$ cat config.mk
export PLATFORM = sky130hd
export DESIGN_NAME = sdc_cmd_arbiter
export DESIGN_NICKNAME = d
export VERILOG_FILES = /design/src/rtl/sdc_pkg.sv /design/src/rtl/sdc_rr_arb2.sv /design/src/rtl/sdc_cmd_arbiter.sv
export SDC_FILE = /design/constraint.sdc
export NUM_CORES = 1
export LEC_CHECK = 0
export ABC_AREA = 1
export BUFFER_PORTS_ARGS = -buffer_cell sky130_fd_sc_hd__buf_2
export CORE_MARGIN = 5
export CORE_UTILIZATION = 50
export DETAILED_ROUTE_END_ITERATION = 10
export PLACE_DENSITY = 0.89
export SYNTH_ARGS = -nofsm -noshare
export SYNTH_HDL_FRONTEND = slang
export SYNTH_SLANG_ARGS = --single-unit
export TNS_END_PERCENT = 10
$ cat constraint.sdc
create_clock -name wb_clk -period 4.25 [get_ports wb_clk]
set_input_delay 0.85 -clock wb_clk [delete_from_list [all_inputs] [get_ports wb_clk]]
set_output_delay 0.85 -clock wb_clk [all_outputs]
set_load 0.01 [all_outputs]
$ cat src/rtl/sdc_pkg.sv
// Shared types for the SD command arbiter: FSM states, response codes, widths.
package sdc_pkg;

  localparam int CMD_W = 6;

  typedef enum logic [2:0] {
    ST_RST_ASSERT,
    ST_RST_RELEASE,
    ST_IDLE,
    ST_DIV_SETTLE,
    ST_ISSUE,
    ST_WAIT_DONE,
    ST_RESP
  } sdc_state_e;

  localparam logic [1:0] SDC_RSP_OK      = 2'd0;
  localparam logic [1:0] SDC_RSP_TIMEOUT = 2'd1;
  localparam logic [1:0] SDC_RSP_ABORT   = 2'd2;

endpackage

$ cat src/rtl/sdc_rr_arb2.sv
// Two-way round-robin grant; the pointer moves only when a grant is accepted.
module sdc_rr_arb2 (
  input  logic       clk,
  input  logic       rst,
  input  logic [1:0] req,
  input  logic       en,
  output logic [1:0] gnt,
  output logic       gnt_id
);

  logic ptr;

  // ptr names the requester that wins when both ask
  always_comb begin
    gnt_id = (req == 2'b11) ? ptr : req[1];
    gnt    = '0;
    if (en && (req != 2'b00)) gnt[gnt_id] = 1'b1;
  end

  always_ff @(posedge clk) begin
    if (rst)                          ptr <= 1'b0;
    else if (en && (req != 2'b00))    ptr <= ~gnt_id;
  end

endmodule

$ cat src/rtl/sdc_cmd_arbiter.sv
// Shares the SD command path between the register file and the DMA engine,
// reprograms the SD clock divider per command and sequences SD soft reset.
module sdc_cmd_arbiter
  import sdc_pkg::*;
#(
  parameter int DIV_BITS      = 8,
  parameter int ARG_W         = 32,
  parameter int INIT_DIV      = 255,
  parameter int SETTLE_CYCLES = 16,
  parameter int TIMEOUT_W     = 20
) (
  input  logic                wb_clk,
  input  logic                wb_rst,
  input  logic [1:0]          req_valid,
  output logic [1:0]          req_ready,
  input  logic [CMD_W-1:0]    req_cmd0,
  input  logic [CMD_W-1:0]    req_cmd1,
  input  logic [ARG_W-1:0]    req_arg0,
  input  logic [ARG_W-1:0]    req_arg1,
  input  logic [DIV_BITS-1:0] req_div0,
  input  logic [DIV_BITS-1:0] req_div1,
  input  logic                abort,
  output logic                rsp_valid,
  output logic                rsp_id,
  output logic [1:0]          rsp_status,
  output logic [CMD_W-1:0]    cmd_index,
  output logic [ARG_W-1:0]    cmd_arg,
  output logic [DIV_BITS-1:0] clkdiv_value,
  output logic                cmd_start,
  output logic                soft_rst,
  input  logic                soft_rst_status,
  input  logic                done_tgl,
  output logic                busy
);

  localparam int SET_W = (SETTLE_CYCLES > 1) ? $clog2(SETTLE_CYCLES) : 1;

  sdc_state_e          state;
  logic                done_q;
  logic                rst_after;
  logic [SET_W-1:0]    settle_cnt;
  logic [TIMEOUT_W-1:0] tmo_cnt;

  logic                arb_en;
  logic                gnt_id;
  logic [CMD_W-1:0]    sel_cmd;
  logic [ARG_W-1:0]    sel_arg;
  logic [DIV_BITS-1:0] sel_div;

  // abort in IDLE suppresses the grant entirely
  assign arb_en = (state == ST_IDLE) && !abort;
  assign busy   = (state != ST_IDLE);

  sdc_rr_arb2 u_arb (
    .clk    (wb_clk),
    .rst    (wb_rst),
    .req    (req_valid),
    .en     (arb_en),
    .gnt    (req_ready),
    .gnt_id (gnt_id)
  );

  assign sel_cmd = gnt_id ? req_cmd1 : req_cmd0;
  assign sel_arg = gnt_id ? req_arg1 : req_arg0;
  assign sel_div = gnt_id ? req_div1 : req_div0;

  always_ff @(posedge wb_clk) begin
    if (wb_rst) begin
      state        <= ST_RST_RELEASE;
      clkdiv_value <= DIV_BITS'(INIT_DIV);
      cmd_index    <= '0;
      cmd_arg      <= '0;
      cmd_start    <= 1'b0;
      soft_rst     <= 1'b0;
      rsp_valid    <= 1'b0;
      rsp_id       <= 1'b0;
      rsp_status   <= SDC_RSP_OK;
      done_q       <= 1'b0;
      rst_after    <= 1'b0;
      settle_cnt   <= '0;
      tmo_cnt      <= '0;
    end else begin
      cmd_start <= 1'b0;
      soft_rst  <= 1'b0;
      rsp_valid <= 1'b0;
      case (state)
        ST_RST_ASSERT: begin
          if (soft_rst_status) state <= ST_RST_RELEASE;
        end
        ST_RST_RELEASE: begin
          done_q <= done_tgl;
          if (!soft_rst_status) state <= ST_IDLE;
        end
        ST_IDLE: begin
          if (abort) begin
            soft_rst <= 1'b1;
            state    <= ST_RST_ASSERT;
          end else if (req_valid != 2'b00) begin
            cmd_index <= sel_cmd;
            cmd_arg   <= sel_arg;
            rsp_id    <= gnt_id;
            rst_after <= 1'b0;
            if (sel_div != clkdiv_value) begin
              clkdiv_value <= sel_div;
              settle_cnt   <= '0;
              state        <= ST_DIV_SETTLE;
            end else begin
              cmd_start <= 1'b1;
              tmo_cnt   <= '0;
              state     <= ST_ISSUE;
            end
          end
        end
        ST_DIV_SETTLE: begin
          if (abort) begin
            soft_rst   <= 1'b1;
            rsp_valid  <= 1'b1;
            rsp_status <= SDC_RSP_ABORT;
            rst_after  <= 1'b1;
            state      <= ST_RESP;
          end else if (settle_cnt == SET_W'(SETTLE_CYCLES - 1)) begin
            cmd_start <= 1'b1;
            tmo_cnt   <= '0;
            state     <= ST_ISSUE;
          end else begin
            settle_cnt <= settle_cnt + 1'b1;
          end
        end
        ST_ISSUE: begin
          // timeout counts from the cmd_start cycle itself
          if (abort) begin
            soft_rst   <= 1'b1;
            rsp_valid  <= 1'b1;
            rsp_status <= SDC_RSP_ABORT;
            rst_after  <= 1'b1;
            state      <= ST_RESP;
          end else begin
            tmo_cnt <= tmo_cnt + 1'b1;
            state   <= ST_WAIT_DONE;
          end
        end
        ST_WAIT_DONE: begin
          if (abort) begin
            soft_rst   <= 1'b1;
            rsp_valid  <= 1'b1;
            rsp_status <= SDC_RSP_ABORT;
            rst_after  <= 1'b1;
            state      <= ST_RESP;
          end else if (done_tgl != done_q) begin
            done_q     <= done_tgl;
            rsp_valid  <= 1'b1;
            rsp_status <= SDC_RSP_OK;
            state      <= ST_RESP;
          end else if (&tmo_cnt) begin
            soft_rst   <= 1'b1;
            rsp_valid  <= 1'b1;
            rsp_status <= SDC_RSP_TIMEOUT;
            rst_after  <= 1'b1;
            state      <= ST_RESP;
          end else begin
            tmo_cnt <= tmo_cnt + 1'b1;
          end
        end
        ST_RESP: begin
          if (abort) begin
            soft_rst <= 1'b1;
            state    <= ST_RST_ASSERT;
          end else begin
            state <= rst_after ? ST_RST_ASSERT : ST_IDLE;
          end
        end
        default: state <= ST_RST_ASSERT;
      endcase
    end
  end

endmodule

==> flow_metrics.env, run 1 <==
export IMPL_status="finished, final reports clean"
export IMPL_crit_path_end_kind="output port"
export IMPL_detail_route_vias_per_cell=5.50
export IMPL_synth_flop_cell="sky130_fd_sc_hd__dfxtp_1"
export IMPL_port_buffers=153
export IMPL_core_um2=8300
export IMPL_comb_power_share_pct=28.7
export IMPL_post_cts_setup_buffer_count=0
export IMPL_power_per_cell_area_nw_per_um2=398
export IMPL_timing_setup_tns_ns=0
export IMPL_ys_warnings_count=0
export IMPL_yosysMostFrequentCell="sky130_fd_sc_hd__nand2_1"
export IMPL_floorplan_io_pins=154
export IMPL_timing_hold_violations_final=0
export IMPL_chipWidth_um=103
export IMPL_synth_fp_nets=744
export IMPL_post_synthesis_simple_gate_area_fraction_pct=37.6
export IMPL_clock_insertion_delay_worst_skew_ns=0.35
export IMPL_global_route_overflow_total=0
export IMPL_drt_first_iter_violations=386
export IMPL_htree_num_levels=3
export IMPL_holdPathEnd="done_q$_SDFFE_PP0P_"
export IMPL_core_rowCount=33
export IMPL_arrival_ns=2.17
export IMPL_synth_cell_types=32
export IMPL_yosys_mux_area_fraction_pct=0
export IMPL_synth_top_area_share_pct=38.3
export IMPL_cp_buf_inv_count=3
export IMPL_headroom_to_the_max_slew_limit_pct=54.0
export IMPL_grt_first_pass_wirelength_mm=19.9
export IMPL_hpwlAfterDp_mm=9.16
export IMPL_drv_max_cap_violation_count=0
export IMPL_cts_tree="built"
export IMPL_detailedRoute_firstPassIterationCount=5
export IMPL_timing_reg2reg_setup_slack_ns=1.37
export IMPL_clock_pin_slew_on_the_worst_setup_and_hold_paths_ns=0.08
export IMPL_ant_nets=0
export IMPL_grt_pass1_vias=4655
export IMPL_yosys_top_cells_area="sky130_fd_sc_hd__dfxtp_1 (38%), sky130_fd_sc_hd__nand2_1 (20%), sky130_fd_sc_hd__nand3_1 (7.0%)"
export IMPL_synth_seq_cells=82
export IMPL_timing_critical_path_required_ns=3.40
export IMPL_cts_num_sinks=82
export IMPL_synth_top_cell_by_area="sky130_fd_sc_hd__dfxtp_1"
export IMPL_cts_root_to_sink_buffers=2
export IMPL_post_synth_fa_ha_maj_area_fraction_pct=0.583
export IMPL_dp_worst_setup_slack_ns=0.953
export IMPL_die_h_um=103
export IMPL_achievable_frequency_mhz=331
export IMPL_cp_num_cells=6
export IMPL_detail_route_drc_violations=0
export IMPL_crit_path_cell_trace="buf_2, nor2_1, inv_1, nand2_4, a21oi_2, buf_2"
export IMPL_seq_power_share_pct=43.0
export IMPL_fin_skew_ns=0.0112
export IMPL_post_route_min_period_ns=3.02
export IMPL_area_growth_pct=22.2
export IMPL_crit_path_max_incr_delay_ns=0.33
export IMPL_setup_repair_after_global_routing_missed_its_margin="false"
export IMPL_crit_path_max_fanout=45
export IMPL_critPathKind="input pin to output port"
export IMPL_start_util_pct=51.7
export IMPL_worstMarginPinSlew_ns=0.690
export IMPL_layout_nets=878
export IMPL_critPathLaunchType="input pin"
export IMPL_static_leak_nw=2.21
export IMPL_finish_utilization_pct=63.2
export IMPL_hold_path_class="register to register"
export IMPL_cellInternalPower_mw=1.33
export IMPL_syn_cell_area_um2=4290
export IMPL_post_cts_hold_buffer_count=0
export IMPL_multi_input_area_um2=2330
export IMPL_final_setup_viol_count=0
export IMPL_yosysSeqAreaShare_pct=38.3
export IMPL_critPathSlowestCell="sky130_fd_sc_hd__nand2_4"
export IMPL_drive_above_1_share_pct=23.9
export IMPL_final_max_slew_violation_count=0
export IMPL_synthXorXnorAreaFrac_pct=3.27
export IMPL_crit_reg2reg_launch="state[1]$_SDFFE_PP0P_"
export IMPL_synth_cells=643
export IMPL_netSwitchingPower_mw=0.761
export IMPL_synth_top_family_by_area="simple AND/OR/NAND/NOR gates"
export IMPL_cts_root_buf="sky130_fd_sc_hd__clkbuf_8"
export IMPL_die_area_um2=10500
export IMPL_synth_compound_area_share_pct=12.7
export IMPL_p_clk_share_pct=28.2
export IMPL_tritoncts_num_buffers=9
export IMPL_critical_path_top_delay_family="buffers and inverters"
export IMPL_hold_slack_ns=0.460
export IMPL_routabilityCongestion=0.977
export IMPL_routed_via_count=4880
export IMPL_syn_area_per_cell_um2=6.67
export IMPL_hold_path_startpoint="done_q$_SDFFE_PP0P_"
export IMPL_ff_latch_area_um2=1640
export IMPL_worst_ir_drop_vdd_mv=0.209
export IMPL_wire_per_inst_um=13.9
export IMPL_r2r_cells=12
export IMPL_pin_count_of_the_biggest_net_entering_global_routing=70
export IMPL_diodes=0
export IMPL_final_period_utilization_pct=71.1
export IMPL_antenna_violations_before_repair=0
export IMPL_r2r_end="tmo_cnt[1]$_SDFFE_PP0P_"
export IMPL_post_cts_resize_count=0
export IMPL_p_sw_share_pct=36.4
export IMPL_setup_ws_ns=1.23
export IMPL_n_fill_cell=682
export IMPL_crit_path_frequent_cell="sky130_fd_sc_hd__buf_2"
export IMPL_synth_edff_count=0
export IMPL_commonest_cells_in_the_netlist="sky130_fd_sc_hd__nand2_1 (233), sky130_fd_sc_hd__dfxtp_1 (82), sky130_fd_sc_hd__nand3_1 (60)"
export IMPL_postRouteWirelength_mm=12.4
export IMPL_hold_path_depth=2
export IMPL_global_route_usage_total_pct=23.1
export IMPL_synthArstFlopShare_pct=0
==> worst min-delay path: cells and delay by family (launching register included) <==
kind                   cells  cell delay [ns]
buffers and inverters      1             0.05
AO/OA/AOI/OAI              1             0.05
flip-flops                 1             0.32
==> power by group through the flow <==
stage	registers, mW	logic (mW)	clock network [mW]
6_report	0.898	0.600	0.589
5_1_grt	0.904	0.670	0.629
4_1_cts	0.896	0.592	0.597
3_5_place_dp	0.913	0.587	0
3_3_place_gp	0.909	0.564	0
2_1_floorplan	0.909	0.451	0
==> final cells by class <==
class | count | share of cell area [%]
Clock buffer | 10 | 2.62
Timing Repair Buffer | 157 | 15.2
Inverter | 37 | 2.65
Sequential cell | 82 | 31.3
Multi-Input combinational cell | 490 | 44.4
Tap cell | 105 | 2.50
Clock inverter | 6 | 1.36
==> placed cells by master, fill, tap and decap left out, types with 2 or more instances in the layout <==
master	n
sky130_fd_sc_hd__a21oi_2	2
sky130_fd_sc_hd__clkbuf_8	10
sky130_fd_sc_hd__xor2_1	10
sky130_fd_sc_hd__buf_4	4
sky130_fd_sc_hd__clkinvlp_4	2
sky130_fd_sc_hd__nand4_1	4
sky130_fd_sc_hd__nand2_1	233
sky130_fd_sc_hd__nand3b_1	9
sky130_fd_sc_hd__inv_6	2
sky130_fd_sc_hd__o21ai_0	7
sky130_fd_sc_hd__a21oi_1	38
sky130_fd_sc_hd__nor3b_1	2
sky130_fd_sc_hd__xnor2_1	6
sky130_fd_sc_hd__nand2_2	4
sky130_fd_sc_hd__nor2_4	2
sky130_fd_sc_hd__buf_2	153
sky130_fd_sc_hd__nor3_1	13
sky130_fd_sc_hd__inv_1	34
sky130_fd_sc_hd__nand3_1	60
sky130_fd_sc_hd__inv_2	2
sky130_fd_sc_hd__ha_1	2
sky130_fd_sc_hd__a31oi_1	38
sky130_fd_sc_hd__nor2_1	45
sky130_fd_sc_hd__o211ai_1	7
sky130_fd_sc_hd__dfxtp_1	82
==> worst max path at each step <==
| stage | startpoint | end | slack [ns] |
|---|---|---|---|
| CTS | req_valid[1] | req_ready[0] | 1.23 |
| floorplan | req_valid[1] | req_ready[0] | 1.82 |
| finish | req_valid[1] | req_ready[0] | 1.23 |
| detailed placement | req_valid[1] | tmo_cnt[1]$_SDFFE_PP0P_ | 0.95 |
| global route | req_valid[1] | tmo_cnt[1]$_SDFFE_PP0P_ | 0.94 |
| global placement | req_valid[1] | tmo_cnt[1]$_SDFFE_PP0P_ | 1.09 |
==> sequential cells by signal (all words and copies together) (netlist names) <==
name and flops:
rsp_id 1, soft_rst 1, state 3, cmd_start 1, clkdiv_value 8, rsp_status 2
rsp_valid 1, rst_after 1, settle_cnt 4, tmo_cnt 20, cmd_arg 32, u_arb.ptr 1
done_q 1, cmd_index 6
==> stage by stage <==
step           power [mW]  cell area [um^2]  std cells
2_1_floorplan        1.36              4290        643
4_1_cts              2.09              5250        887
5_1_grt              2.20              5250        887
3_3_place_gp         1.47              5040        871
3_5_place_dp         1.50              5040        871
6_report             2.09              5250        887
==> layer usage <==
layer | share of wire (%) | wire, um | track usage, %
met4 | 2.5 | 314 | 10.2
met3 | 7.4 | 910 | 5.35
met1 | 42 | 5130 | 28.3
met2 | 49 | 6000 | 38.7
met5 | 0 | 0 | 0
==> cell families after synthesis <==
kind of cell / after synthesis
AO/OA/AOI/OAI: 94
XOR/XNOR: 16
adder cells (fa/ha/maj): 2
buffers and inverters: 71
flip-flops: 82
AND/OR/NAND/NOR: 378
(Power assumes the default switching activity.)
==> inputs of run 2 (changes only) <==
--- a/config.mk
+++ b/config.mk
@@ -5,12 +5,12 @@
 export SDC_FILE = /design/constraint.sdc
 export NUM_CORES = 1
 export LEC_CHECK = 0
-export ABC_AREA = 1
+export ABC_AREA = 0
 export BUFFER_PORTS_ARGS = -buffer_cell sky130_fd_sc_hd__buf_2
 export CORE_MARGIN = 5
-export CORE_UTILIZATION = 50
+export CORE_UTILIZATION = 45
 export DETAILED_ROUTE_END_ITERATION = 10
-export PLACE_DENSITY = 0.89
+export PLACE_DENSITY = 0.85
 export SYNTH_ARGS = -nofsm -noshare
 export SYNTH_HDL_FRONTEND = slang
 export SYNTH_SLANG_ARGS = --single-unit
==> constraint.sdc (replaced) <==
create_clock -name wb_clk -period 2.5 [get_ports wb_clk]
set_input_delay 0.5 -clock wb_clk [delete_from_list [all_inputs] [get_ports wb_clk]]
set_output_delay 0.5 -clock wb_clk [all_outputs]
set_load 0.01 [all_outputs]
==> run 2 against run 1 <==
Net effect: total power up 73%; final cell count shrank 5.2%; wire length grew 8.0%; clock skew rose by 0.0034 ns; global-route usage decreased by 1.2 points; worst hold slack worse by 0.032 ns; largest power group unchanged.
==> flow_metrics.env, run 2 <==
export IMPL_clock_insertion_delay_worst_skew_ns=0.36
export IMPL_netSwitchingPower_mw=1.24
export IMPL_hold_path_class="input pin to register"
export IMPL_post_cts_setup_buffer_count=0
export IMPL_diodes=0
export IMPL_critical_path_top_delay_family="simple AND/OR/NAND/NOR gates"
export IMPL_ys_warnings_count=0
export IMPL_yosysSeqAreaShare_pct=38.2
export IMPL_critPathLaunchType="register"
export IMPL_die_h_um=108
export IMPL_synth_top_cell_by_area="sky130_fd_sc_hd__dfxtp_1"
export IMPL_port_buffers=153
export IMPL_die_area_um2=11600
export IMPL_most_frequent_standard_cell_in_the_layout_excluding_fill_and_tap_cells="sky130_fd_sc_hd__buf_2"
export IMPL_pin_count_of_the_biggest_net_entering_global_routing=50
export IMPL_tritoncts_num_buffers=9
export IMPL_timing_reg2reg_setup_slack_ns=0.10
export IMPL_holdPathEnd="done_q$_SDFFE_PP0P_"
export IMPL_synth_top_area_share_pct=38.2
export IMPL_synth_cell_types=57
export IMPL_cts_tree="built"
export IMPL_static_leak_nw=2.44
export IMPL_drive_above_1_share_pct=32.0
export IMPL_regMostFlops="cmd_arg"
export IMPL_r2r_end="tmo_cnt[12]$_SDFFE_PP0P_"
export IMPL_largest_register_ffs=32
export IMPL_fin_skew_ns=0.0146
export IMPL_post_cts_hold_buffer_count=0
export IMPL_global_route_overflow_total=0
export IMPL_htree_num_levels=3
export IMPL_critPathSlowestCell="sky130_fd_sc_hd__or4b_4"
export IMPL_detail_route_drc_violations=0
export IMPL_timing_critical_path_required_ns=2.00
export IMPL_timing_setup_tns_ns=0
export IMPL_syn_cell_area_um2=4300
export IMPL_p_clk_share_pct=27.8
export IMPL_grt_pass1_vias=4627
export IMPL_floorplan_io_pins=154
export IMPL_synth_fp_nets=646
export IMPL_worst_ir_drop_vdd_mv=0.482
export IMPL_crit_path_max_fanout=25
export IMPL_synth_flop_cell="sky130_fd_sc_hd__dfxtp_1"
export IMPL_synth_cells=545
export IMPL_headroom_to_the_max_slew_limit_pct=62.1
export IMPL_status="finished, final reports clean"
export IMPL_cellInternalPower_mw=2.37
export IMPL_r2r_cells=8
export IMPL_reg_largest_list="cmd_arg: 32 flops, tmo_cnt: 20 flops, clkdiv_value: 8 flops"
export IMPL_clock_pin_slew_on_the_worst_setup_and_hold_paths_ns=0.09
export IMPL_mostFrequentLayoutCells="sky130_fd_sc_hd__buf_2 (153), sky130_fd_sc_hd__dfxtp_1 (79), sky130_fd_sc_hd__o21ai_0 (59), sky130_fd_sc_hd__nand2_1 (54), sky130_fd_sc_hd__and2_1 (42)"
export IMPL_synthArstFlopShare_pct=0
export IMPL_start_util_pct=46.3
export IMPL_core_um2=9280
export IMPL_cts_root_buf="sky130_fd_sc_hd__clkbuf_8"
export IMPL_detail_route_vias_per_cell=5.74
export IMPL_commonest_cells_in_the_netlist="sky130_fd_sc_hd__dfxtp_1 (82), sky130_fd_sc_hd__o21ai_0 (59), sky130_fd_sc_hd__nand2_1 (55)"
export IMPL_final_setup_viol_count=0
export IMPL_global_route_usage_total_pct=21.9
export IMPL_hold_path_depth=3
export IMPL_crit_path_cell_trace="or4b_4, or2_4, buf_12, nor2_1, buf_2"
export IMPL_chipWidth_um=108
export IMPL_hold_slack_ns=0.427
export IMPL_yosysMostFrequentCell="sky130_fd_sc_hd__dfxtp_1"
export IMPL_worstMarginPinSlew_ns=0.567
export IMPL_power_per_cell_area_nw_per_um2=637
export IMPL_synth_seq_cells=82
export IMPL_instances_no_fill=841
export IMPL_crit_reg2reg_launch="clkdiv_value[2]$_SDFFE_PP1P_"
export IMPL_wire_per_inst_um=15.9
export IMPL_final_max_slew_violation_count=0
export IMPL_drv_max_cap_violation_count=0
export IMPL_achievable_frequency_mhz=408
export IMPL_comb_power_share_pct=31.2
export IMPL_final_period_utilization_pct=98.1
export IMPL_syn_area_per_cell_um2=7.90
export IMPL_area_growth_pct=31.7
export IMPL_antenna_violations_before_repair=0
export IMPL_hpwlAfterDp_mm=9.57
export IMPL_setup_repair_after_global_routing_missed_its_margin="true"
export IMPL_routabilityCongestion=0.882
export IMPL_crit_path_max_incr_delay_ns=0.53
export IMPL_ant_nets=0
export IMPL_grt_first_pass_wirelength_mm=21.0
export IMPL_timing_hold_violations_final=0
export IMPL_p_sw_share_pct=34.4
export IMPL_placed_cells_incl_taps=824
export IMPL_detailedRoute_firstPassIterationCount=5
export IMPL_hold_path_startpoint="done_tgl"
export IMPL_arrival_ns=1.95
export IMPL_crit_path_end_kind="output port"
export IMPL_seq_power_share_pct=41.0
export IMPL_synth_edff_count=0
export IMPL_postRouteWirelength_mm=13.3
export IMPL_cp_buf_inv_count=2
export IMPL_yosys_top_cells_area="sky130_fd_sc_hd__dfxtp_1 (38%), sky130_fd_sc_hd__o21ai_0 (6.9%), sky130_fd_sc_hd__a22oi_1 (6.8%)"
export IMPL_routed_via_count=4831
export IMPL_critPathKind="register to output port"
export IMPL_cts_num_sinks=82
export IMPL_post_route_min_period_ns=2.45
export IMPL_cts_root_to_sink_buffers=2
export IMPL_n_fill_cell=811
export IMPL_layout_nets=808
export IMPL_core_rowCount=35
export IMPL_drt_first_iter_violations=413
## run 2: cell type report
type                            instances  area (um^2)  share of cell area, %
Multi-Input combinational cell        406         2450                   43.2
Sequential cell                        82         1650                   29.1
Timing Repair Buffer                  193         1150                   20.2
Tap cell                              129          161                   2.85
Clock buffer                            9          124                   2.19
Clock inverter                          7         82.6                   1.46
Inverter                               15         56.3                  0.994
## run 2: stage by stage
step	power, mW	setup WS (ns)	utilization, %	area [um^2]
3_3_place_gp	2.55	-0.105	58.1	5400
6_report	3.61	0.0481	61.0	5670
5_1_grt	3.81	-0.0221	61.0	5670
3_5_place_dp	2.60	-0.145	58.1	5400
4_1_cts	3.60	0.0164	60.5	5620
2_1_floorplan	2.17	0.0383	-	4300
## run 2: worst max-delay path by stage
stage                            startpoint  cells past startpoint                       end
4_1_cts               state[2]$_SDFFE_PP0P_                      5              req_ready[0]
2_1_floorplan                   req_div0[0]                      8   tmo_cnt[9]$_SDFFE_PP0P_
5_1_grt        clkdiv_value[2]$_SDFFE_PP1P_                      8  tmo_cnt[12]$_SDFFE_PP0P_
6_report              state[2]$_SDFFE_PP0P_                      5              req_ready[0]
3_5_place_dp                    req_div0[0]                      9  tmo_cnt[16]$_SDFFE_PP0P_
3_3_place_gp                   req_valid[0]                     10  tmo_cnt[12]$_SDFFE_PP0P_
## run 2: tightest hold or removal path: stages
cell and delay (ns):
sky130_fd_sc_hd__buf_2 0.11, sky130_fd_sc_hd__nand3_1 0.07, sky130_fd_sc_hd__a21oi_1 0.06
## run 2: metal layers
metal	vias to the layer above	wire (um)	track usage (%)
li1	2331	-	-
met1	2272	5620	26.2
met2	204	6650	39.5
met3	24	837	3.00
met4	0	231	7.94
met5	-	0	0
## run 2: repair_timing
item | CTS | global route
gates resized for setup | 6 | 8
pin swaps | 0 | 3
gates cloned | 0 | 1
setup endpoints to repair | 1 | 14
## run 2: power by group through the flow
stage          Sequential, mW  Combinational, mW  Clock [mW]
2_1_floorplan            1.50              0.671           0
3_3_place_gp             1.50               1.05           0
3_5_place_dp             1.51               1.09           0
4_1_cts                  1.48               1.10        1.02
5_1_grt                  1.50               1.23        1.08
6_report                 1.48               1.12        1.00
## run 2: cells by family after synthesis
logic type               Yosys count  synth area share (%)
multiplexers                       5                  1.19
XOR/XNOR                           2                 0.407
AO/OA/AOI/OAI                    189                  28.4
AND/OR/NAND/NOR                  208                  25.8
flip-flops                        82                  38.2
buffers and inverters             57                  5.50
adder cells (fa/ha/maj)            2                 0.581
